[config.mk]
export PLATFORM = sky130hd
export DESIGN_NAME = i2s_mic_rx
export DESIGN_NICKNAME = d
export VERILOG_FILES = /design/src/rtl/i2s_mic_rx.sv
export SDC_FILE = /design/constraint.sdc
export NUM_CORES = 1
export LEC_CHECK = 0
export BUFFER_PORTS_ARGS = -buffer_cell sky130_fd_sc_hd__buf_4
export CELL_PAD_IN_SITES_DETAIL_PLACEMENT = 1
export CELL_PAD_IN_SITES_GLOBAL_PLACEMENT = 1
export CORE_ASPECT_RATIO = 0.6
export CORE_MARGIN = 1
export CORE_UTILIZATION = 37
export CTS_CLUSTER_DIAMETER = 120
export DETAILED_ROUTE_END_ITERATION = 7
export PLACE_DENSITY = 0.74
export SYNTH_ARGS = -nofsm -noshare
export SYNTH_HDL_FRONTEND = slang
export SYNTH_SLANG_ARGS = --single-unit
[constraint.sdc]
create_clock -name s2_clk -period 1.42 [get_ports s2_clk]
set_clock_uncertainty 0.05 [all_clocks]
set_input_delay 0.284 -clock s2_clk [delete_from_list [all_inputs] [get_ports s2_clk]]
set_output_delay 0.284 -clock s2_clk [all_outputs]
set_load 0.1 [all_outputs]
[src/rtl/i2s_mic_rx.sv]
// I2S microphone receiver: synchronises the async SCK/WS/SD lines into s2_clk,
// deserialises one MSB-first word per WS slot and presents it sign-extended to 32 bits.
module i2s_mic_rx #(
    parameter int unsigned DATA_BITS   = 24,
    parameter int unsigned SYNC_STAGES = 2
) (
    input  logic        s2_clk,
    input  logic        s2_reset,
    input  logic        enable,
    input  logic        i2s_sck,
    input  logic        i2s_ws,
    input  logic        i2s_sd,
    output logic [31:0] sample_aud,
    output logic        sample_ready,
    output logic        sample_chan,
    output logic        frame_err
);

    localparam int unsigned CNT_W = $clog2(DATA_BITS + 1);

    typedef enum logic [1:0] {
        IDLE  = 2'd0,
        SHIFT = 2'd1,
        WAIT  = 2'd2
    } state_t;

    logic [SYNC_STAGES-1:0] sck_sync;
    logic [SYNC_STAGES-1:0] ws_sync;
    logic [SYNC_STAGES-1:0] sd_sync;
    logic                   sck_s;
    logic                   ws_s;
    logic                   sd_s;
    logic                   sck_prev;
    logic                   sck_rise;
    logic                   ws_prev;
    logic                   ws_edge;

    state_t                 state;
    logic [CNT_W-1:0]       bit_cnt;
    logic [DATA_BITS-1:0]   shift_q;
    logic                   slot_chan;
    logic                   word_done;

    // Identical synchroniser chains keep SCK, WS and SD mutually aligned
    always_ff @(posedge s2_clk) begin
        if (s2_reset) begin
            sck_sync <= '0;
            ws_sync  <= '0;
            sd_sync  <= '0;
        end else begin
            sck_sync <= {sck_sync[SYNC_STAGES-2:0], i2s_sck};
            ws_sync  <= {ws_sync[SYNC_STAGES-2:0], i2s_ws};
            sd_sync  <= {sd_sync[SYNC_STAGES-2:0], i2s_sd};
        end
    end

    assign sck_s    = sck_sync[SYNC_STAGES-1];
    assign ws_s     = ws_sync[SYNC_STAGES-1];
    assign sd_s     = sd_sync[SYNC_STAGES-1];
    assign sck_rise = sck_s & ~sck_prev;
    assign ws_edge  = sck_rise & (ws_s != ws_prev);

    // Slot FSM; the completed word is published one cycle after entering WAIT
    always_ff @(posedge s2_clk) begin
        if (s2_reset) begin
            state        <= IDLE;
            bit_cnt      <= '0;
            shift_q      <= '0;
            sck_prev     <= 1'b0;
            ws_prev      <= 1'b0;
            slot_chan    <= 1'b0;
            word_done    <= 1'b0;
            sample_aud   <= 32'h0;
            sample_ready <= 1'b0;
            sample_chan  <= 1'b0;
            frame_err    <= 1'b0;
        end else begin
            sample_ready <= 1'b0;
            frame_err    <= 1'b0;
            word_done    <= 1'b0;
            sck_prev     <= sck_s;

            // WS history tracks the line even while disabled, so re-enable waits for a real edge
            if (sck_rise) begin
                ws_prev <= ws_s;
            end

            if (word_done && enable) begin
                sample_aud   <= 32'($signed(shift_q));
                sample_chan  <= slot_chan;
                sample_ready <= 1'b1;
            end

            if (!enable) begin
                state <= IDLE;
            end else if (sck_rise) begin
                case (state)
                    IDLE: begin
                        if (ws_edge) begin
                            bit_cnt   <= '0;
                            slot_chan <= ws_s;
                            state     <= SHIFT;
                        end
                    end
                    SHIFT: begin
                        // The WS-edge bit is the previous slot's LSB and is never shifted
                        if (ws_edge) begin
                            bit_cnt   <= '0;
                            slot_chan <= ws_s;
                            frame_err <= 1'b1;
                        end else begin
                            shift_q <= {shift_q[DATA_BITS-2:0], sd_s};
                            bit_cnt <= bit_cnt + CNT_W'(1);
                            if (bit_cnt == CNT_W'(DATA_BITS - 1)) begin
                                state     <= WAIT;
                                word_done <= 1'b1;
                            end
                        end
                    end
                    WAIT: begin
                        if (ws_edge) begin
                            bit_cnt   <= '0;
                            slot_chan <= ws_s;
                            state     <= SHIFT;
                        end
                    end
                    default: state <= IDLE;
                endcase
            end
        end
    end

endmodule

# Word-level counts from Yosys, hierarchy flattened
# Cells that the tools add are included.
[op_classes] addsub=1 bitwise=7 n_mux=10 n_eq_ne=7 n_reduce_logical=12
[ops] cell="4-bit AND reduction" n=4
[ops] cell="5-bit 2-to-1 mux" n=2
[ops] cell="5-bit one-hot mux with 2 select lines" n=1
[ops] cell="2-bit 2-to-1 mux" n=3
[ops] cell="5-bit by 1-bit adder with 5-bit output, second input constant" n=1
[ops] cell="5-bit == test, second input constant" n=1
[ops] cell="1-bit NOT" n=5
[ops] cell="5-bit OR reduction" n=1
[ops] cell="2-bit != test, second input constant" n=2
[ops] cell="2-bit one-hot mux with 2 select lines" n=1
[ops] cell="2-bit OR reduction" n=2
[ops] cell="4-bit OR reduction" n=1
[ops] cell="1-bit 2-to-1 mux" n=3
[ops] cell="3-bit OR reduction" n=1
[ops] cell="1-bit bitwise AND" n=2
[ops] cell="2-bit by 1-bit == test with 1-bit output, second input constant" n=1
[ops] cell="2-bit == test, second input constant" n=1
[ops] cell="2-bit zero test" n=1
[ops] cell="2-bit by 1-bit != test with 1-bit output, second input constant" n=1
[ops] cell="2-bit nonzero test" n=1
[ops] cell="1-bit logical AND" n=1
[ops] cell="1-bit != test" n=1
[totals] elab_cells=51 out_inout_bits=35 ff_bits=68 input_bits=6

# Longest topological paths before layout
[depth] ltp_word=5 ltp_mapped=7

# Worst setup path after synthesis
# OpenSTA, ideal clock, no wires.
[synth_path] path_kind="register to output" startpoint="register, netlist name sample_aud[23]" endpoint="output port sample_aud[24]" t_arrival_ns=1.499 path_buffers=1 t_required_ns=1.086 stages_incl_launch_ff=2 setup_slack_ns=-0.413 path_cell_list="dfxtp_1 buf_4"
[synth_lines] element="end, declared" line="13" rtl="output logic [31:0] sample_aud,"
# No word-level cell between the ends.

# Worst setup path in the final report
[layout_path] startpoint="register ws_prev" endpoint="register bit_cnt[4]"
[layout_via] elab_chain_cells=4
[layout_rtl] element="start, declared" line="35" rtl="logic ws_prev;"
[layout_rtl] element="start signal, assigned" line="85" rtl="ws_prev <= ws_s;"
[layout_rtl] element="1-bit != test *" line="61" rtl="assign ws_edge = sck_rise & (ws_s != ws_prev);"
[layout_rtl] element="1-bit bitwise AND *" line="61"
[layout_rtl] element="2-bit by 1-bit != test with 1-bit output (no line) / 5-bit 2-to-1 mux (equally long branches)"
[layout_rtl] element="4-bit AND reduction (no line) / 5-bit one-hot mux with 2 select lines (equally long branches)"
[layout_rtl] element="end signal, assigned" line="113" rtl="bit_cnt <= bit_cnt + CNT_W'(1);"
[layout_rtl] element="end, declared" line="39" rtl="logic [CNT_W-1:0] bit_cnt;"
# Mark *: on every way between the ends. The rest lies on a longest branch, timed or not.
# A chain may end at the register's enable or synchronous reset.

==> flow_summary.json <==
{
  "diodes": 0,
  "tritoncts": "yes",
  "max_freq_mhz": 701,
  "via_per_inst": 4.96,
  "end_kind": "flop",
  "gp_congestion": 0.772,
  "fin_nets": 353,
  "cts.sinks": 68,
  "clkTransAtPathRegs_ns": 0.05,
  "grt_pass1_vias": 2112,
  "clock_path_buffers": 2,
  "area_growth_pct": 35.7,
  "routedWlPerCell_um": 14.2,
  "syn_avg_cell_area_um2": 8.35,
  "portBuffers": 40,
  "relSlewSlack": 0.775,
  "vias": 2156,
  "ys.flop_type": "dfxtp_1",
  "ys_top_cells_by_area": "dfxtp_1, nand2_1, a21oi_1",
  "dp_cells": 416,
  "worst_pin_slew_ns": 0.337,
  "totalPowerFinal_mw": 4.41,
  "yosysWarningCount": 0,
  "root_buffer": "clkbuf_16",
  "yosys.cell_count.top_type": "nand2_1",
  "synth_nets": 308,
  "fin_ws_ns": -0.00734,
  "initial_core_util": 0.397,
  "dp_hpwl_mm": 3.91,
  "cts-buffers-inserted": 9,
  "fp.dieW_um": 108,
  "grt_busiest_layer": "met2",
  "row_count": 22,
  "violations": "negative setup slack",
  "path_class": "flop to flop",
  "io_pins": 41,
  "setup_viol": 1,
  "routed_wl_mm": 6.18,
  "core_area_um2": 6330,
  "irDropWorstVdd_mv": 0.879,
  "htreeDepth": 3,
  "hold_buffers": 0,
  "use_met3": 0.0591,
  "synth.top_cell.area_share": 0.542,
  "grt-ovfl-total": 0,
  "maxCapViolCount": 0,
  "ys_async_sr_fraction": 0,
  "ys_seq_area_frac": 0.542,
  "slew_violations": 0,
  "finalNonFillerCells": 435,
  "crit_family": "simple AND/OR/NAND/NOR gates",
  "status": "finished, violations left",
  "fin_crit_ns": 1.43,
  "hold_viol_final": 0,
  "grtUsageMet1": 0.230,
  "drt-pass1-iter-count": 4,
  "powerDensity_nw_per_um2": 1290,
  "path_buf_inv": 0,
  "synth_area_leader_cell": "dfxtp_1",
  "track_usage": 0.192,
  "grt_pass1_wl_mm": 10.1,
  "start_kind": "flop",
  "rsz0062_at_grt": "yes",
  "globalRouteMet2Util": 0.320,
  "worst_skew_pair.late_latency_ns": 0.33,
  "leakagePower_nw": 1.29,
  "crit_arrival_ns": 1.62,
  "drtAntennaViolNets": 0,
  "fp.dieH_um": 65.8,
  "cp.required_ns": 1.62,
  "synth_common_cells": "nand2_1, dfxtp_1, a21oi_1, clkbuf_1, buf_4",
  "ys_types": 31,
  "synth-edff-count": 0,
  "grt_antenna_before_repair": 0,
  "critPathMaxFanout": 4,
  "slowest_stage": "or4_1",
  "fp.dieArea_um2": 7130,
  "drtIter0Drc": 106,
  "fin_setup_tns_ns": -0.00734,
  "syn-cell-area_um2": 2510,
  "worstHoldPathType": "input pin to flop",
  "synth_cells": 301,
  "critPathMaxStageDelay_ns": 0.48,
  "post-route-drc-count": 0,
  "drive_above_1_share": 0.302,
  "finalCritPeriodShare": 1.01,
  "crit_chain": "xnor2_4, nand4_4, or4_1, o221ai_1",
  "ys_seq_elements": 68,
  "grt_start_max_net_pins": 28
}
==> what timing repair did <==
item / 4_1_cts / 5_1_grt
endpoints found under the setup margin: 28 / 27
hold endpoints to repair: 0 / 0
pin swaps: 1 / 7
gates resized for setup: 12 / 25
setup buffers: 1 / 1
cloned: 0 / 1
==> state kept, by name, summed over array words and instances (netlist names) <==
| name | count |
|---|---|
| sck_sync | 2 |
| sd_sync | 2 |
| sck_prev | 1 |
| ws_prev | 1 |
| frame_err | 1 |
| sample_chan | 1 |
| shift_q | 24 |
| sample_ready | 1 |
| ws_sync | 2 |
| bit_cnt | 5 |
| sample_aud | 24 |
| slot_chan | 1 |
| state | 2 |
| word_done | 1 |
==> placed cells by master, fill, tap and decap left out, types with 2 or more instances in the layout <==
cell and instances:
a211oi_1 2, a21oi_1 39, a21oi_2 13, a31o_2 2, and3_1 2, buf_4 54
buf_6 6, clkbuf_16 10, clkbuf_8 3, dfxtp_1 63, dfxtp_2 2, dfxtp_4 3
inv_1 3, nand2_1 104, nand3_1 4, nor2_1 6, nor2b_1 7, nor4b_2 2
o21ai_0 3, o21ai_1 2
==> logic make-up after synthesis <==
logic type / synth area share
adder cells (fa/ha/maj): 0.00498
multiplexers: 0.00398
buffers and inverters: 0.0613
AO/OA/AOI/OAI: 0.148
AND/OR/NAND/NOR: 0.230
XOR/XNOR: 0.00996
flip-flops: 0.542
==> path summary, 6_finish.rpt <==
path	startpoint	endpoint	slack (ns)	depth (start not counted)
hold reg to reg	sck_sync[0]	sck_sync[1]	0.39	1
setup / recovery	ws_prev	bit_cnt[4]	-0.007	4
hold / removal	i2s_sck	sck_sync[0]	0.12	2
setup reg to reg	ws_prev	bit_cnt[4]	-0.007	4
==> power breakdown <==
group	internal, mW	switching (mW)
Sequential	1.91	0.00634
Clock	1.61	0.782
Combinational	0.0371	0.0580
==> metrics by stage <==
step           worst slack (ns)   util  cell area (um^2)  hold WS, ns
2_1_floorplan          -0.00357      -              2530        0.362
5_1_grt                 -0.0634  0.539              3410        0.111
4_1_cts                -0.00130  0.522              3300        0.114
3_3_place_gp           -0.00104  0.462              2930        0.371
3_5_place_dp            -0.0641  0.462              2930        0.378
6_report               -0.00734  0.539              3410        0.119
==> per-layer routing <==
metal	vias to the layer above	part of all wire
met5	-	0
met4	0	0.011
met3	8	0.053
met2	50	0.46
met1	1019	0.48
li1	1079	-
==> final cells by class <==
type	instances	area, um^2
clock inverters	2	37.5
clock buffers	14	295
inverters	3	11.3
flip-flops and latches	68	1380
fillers	735	2920
multi-input cells	203	1090
well taps	84	105
repair buffers	61	493
No activity file was read; power rests on OpenSTA's default activity.
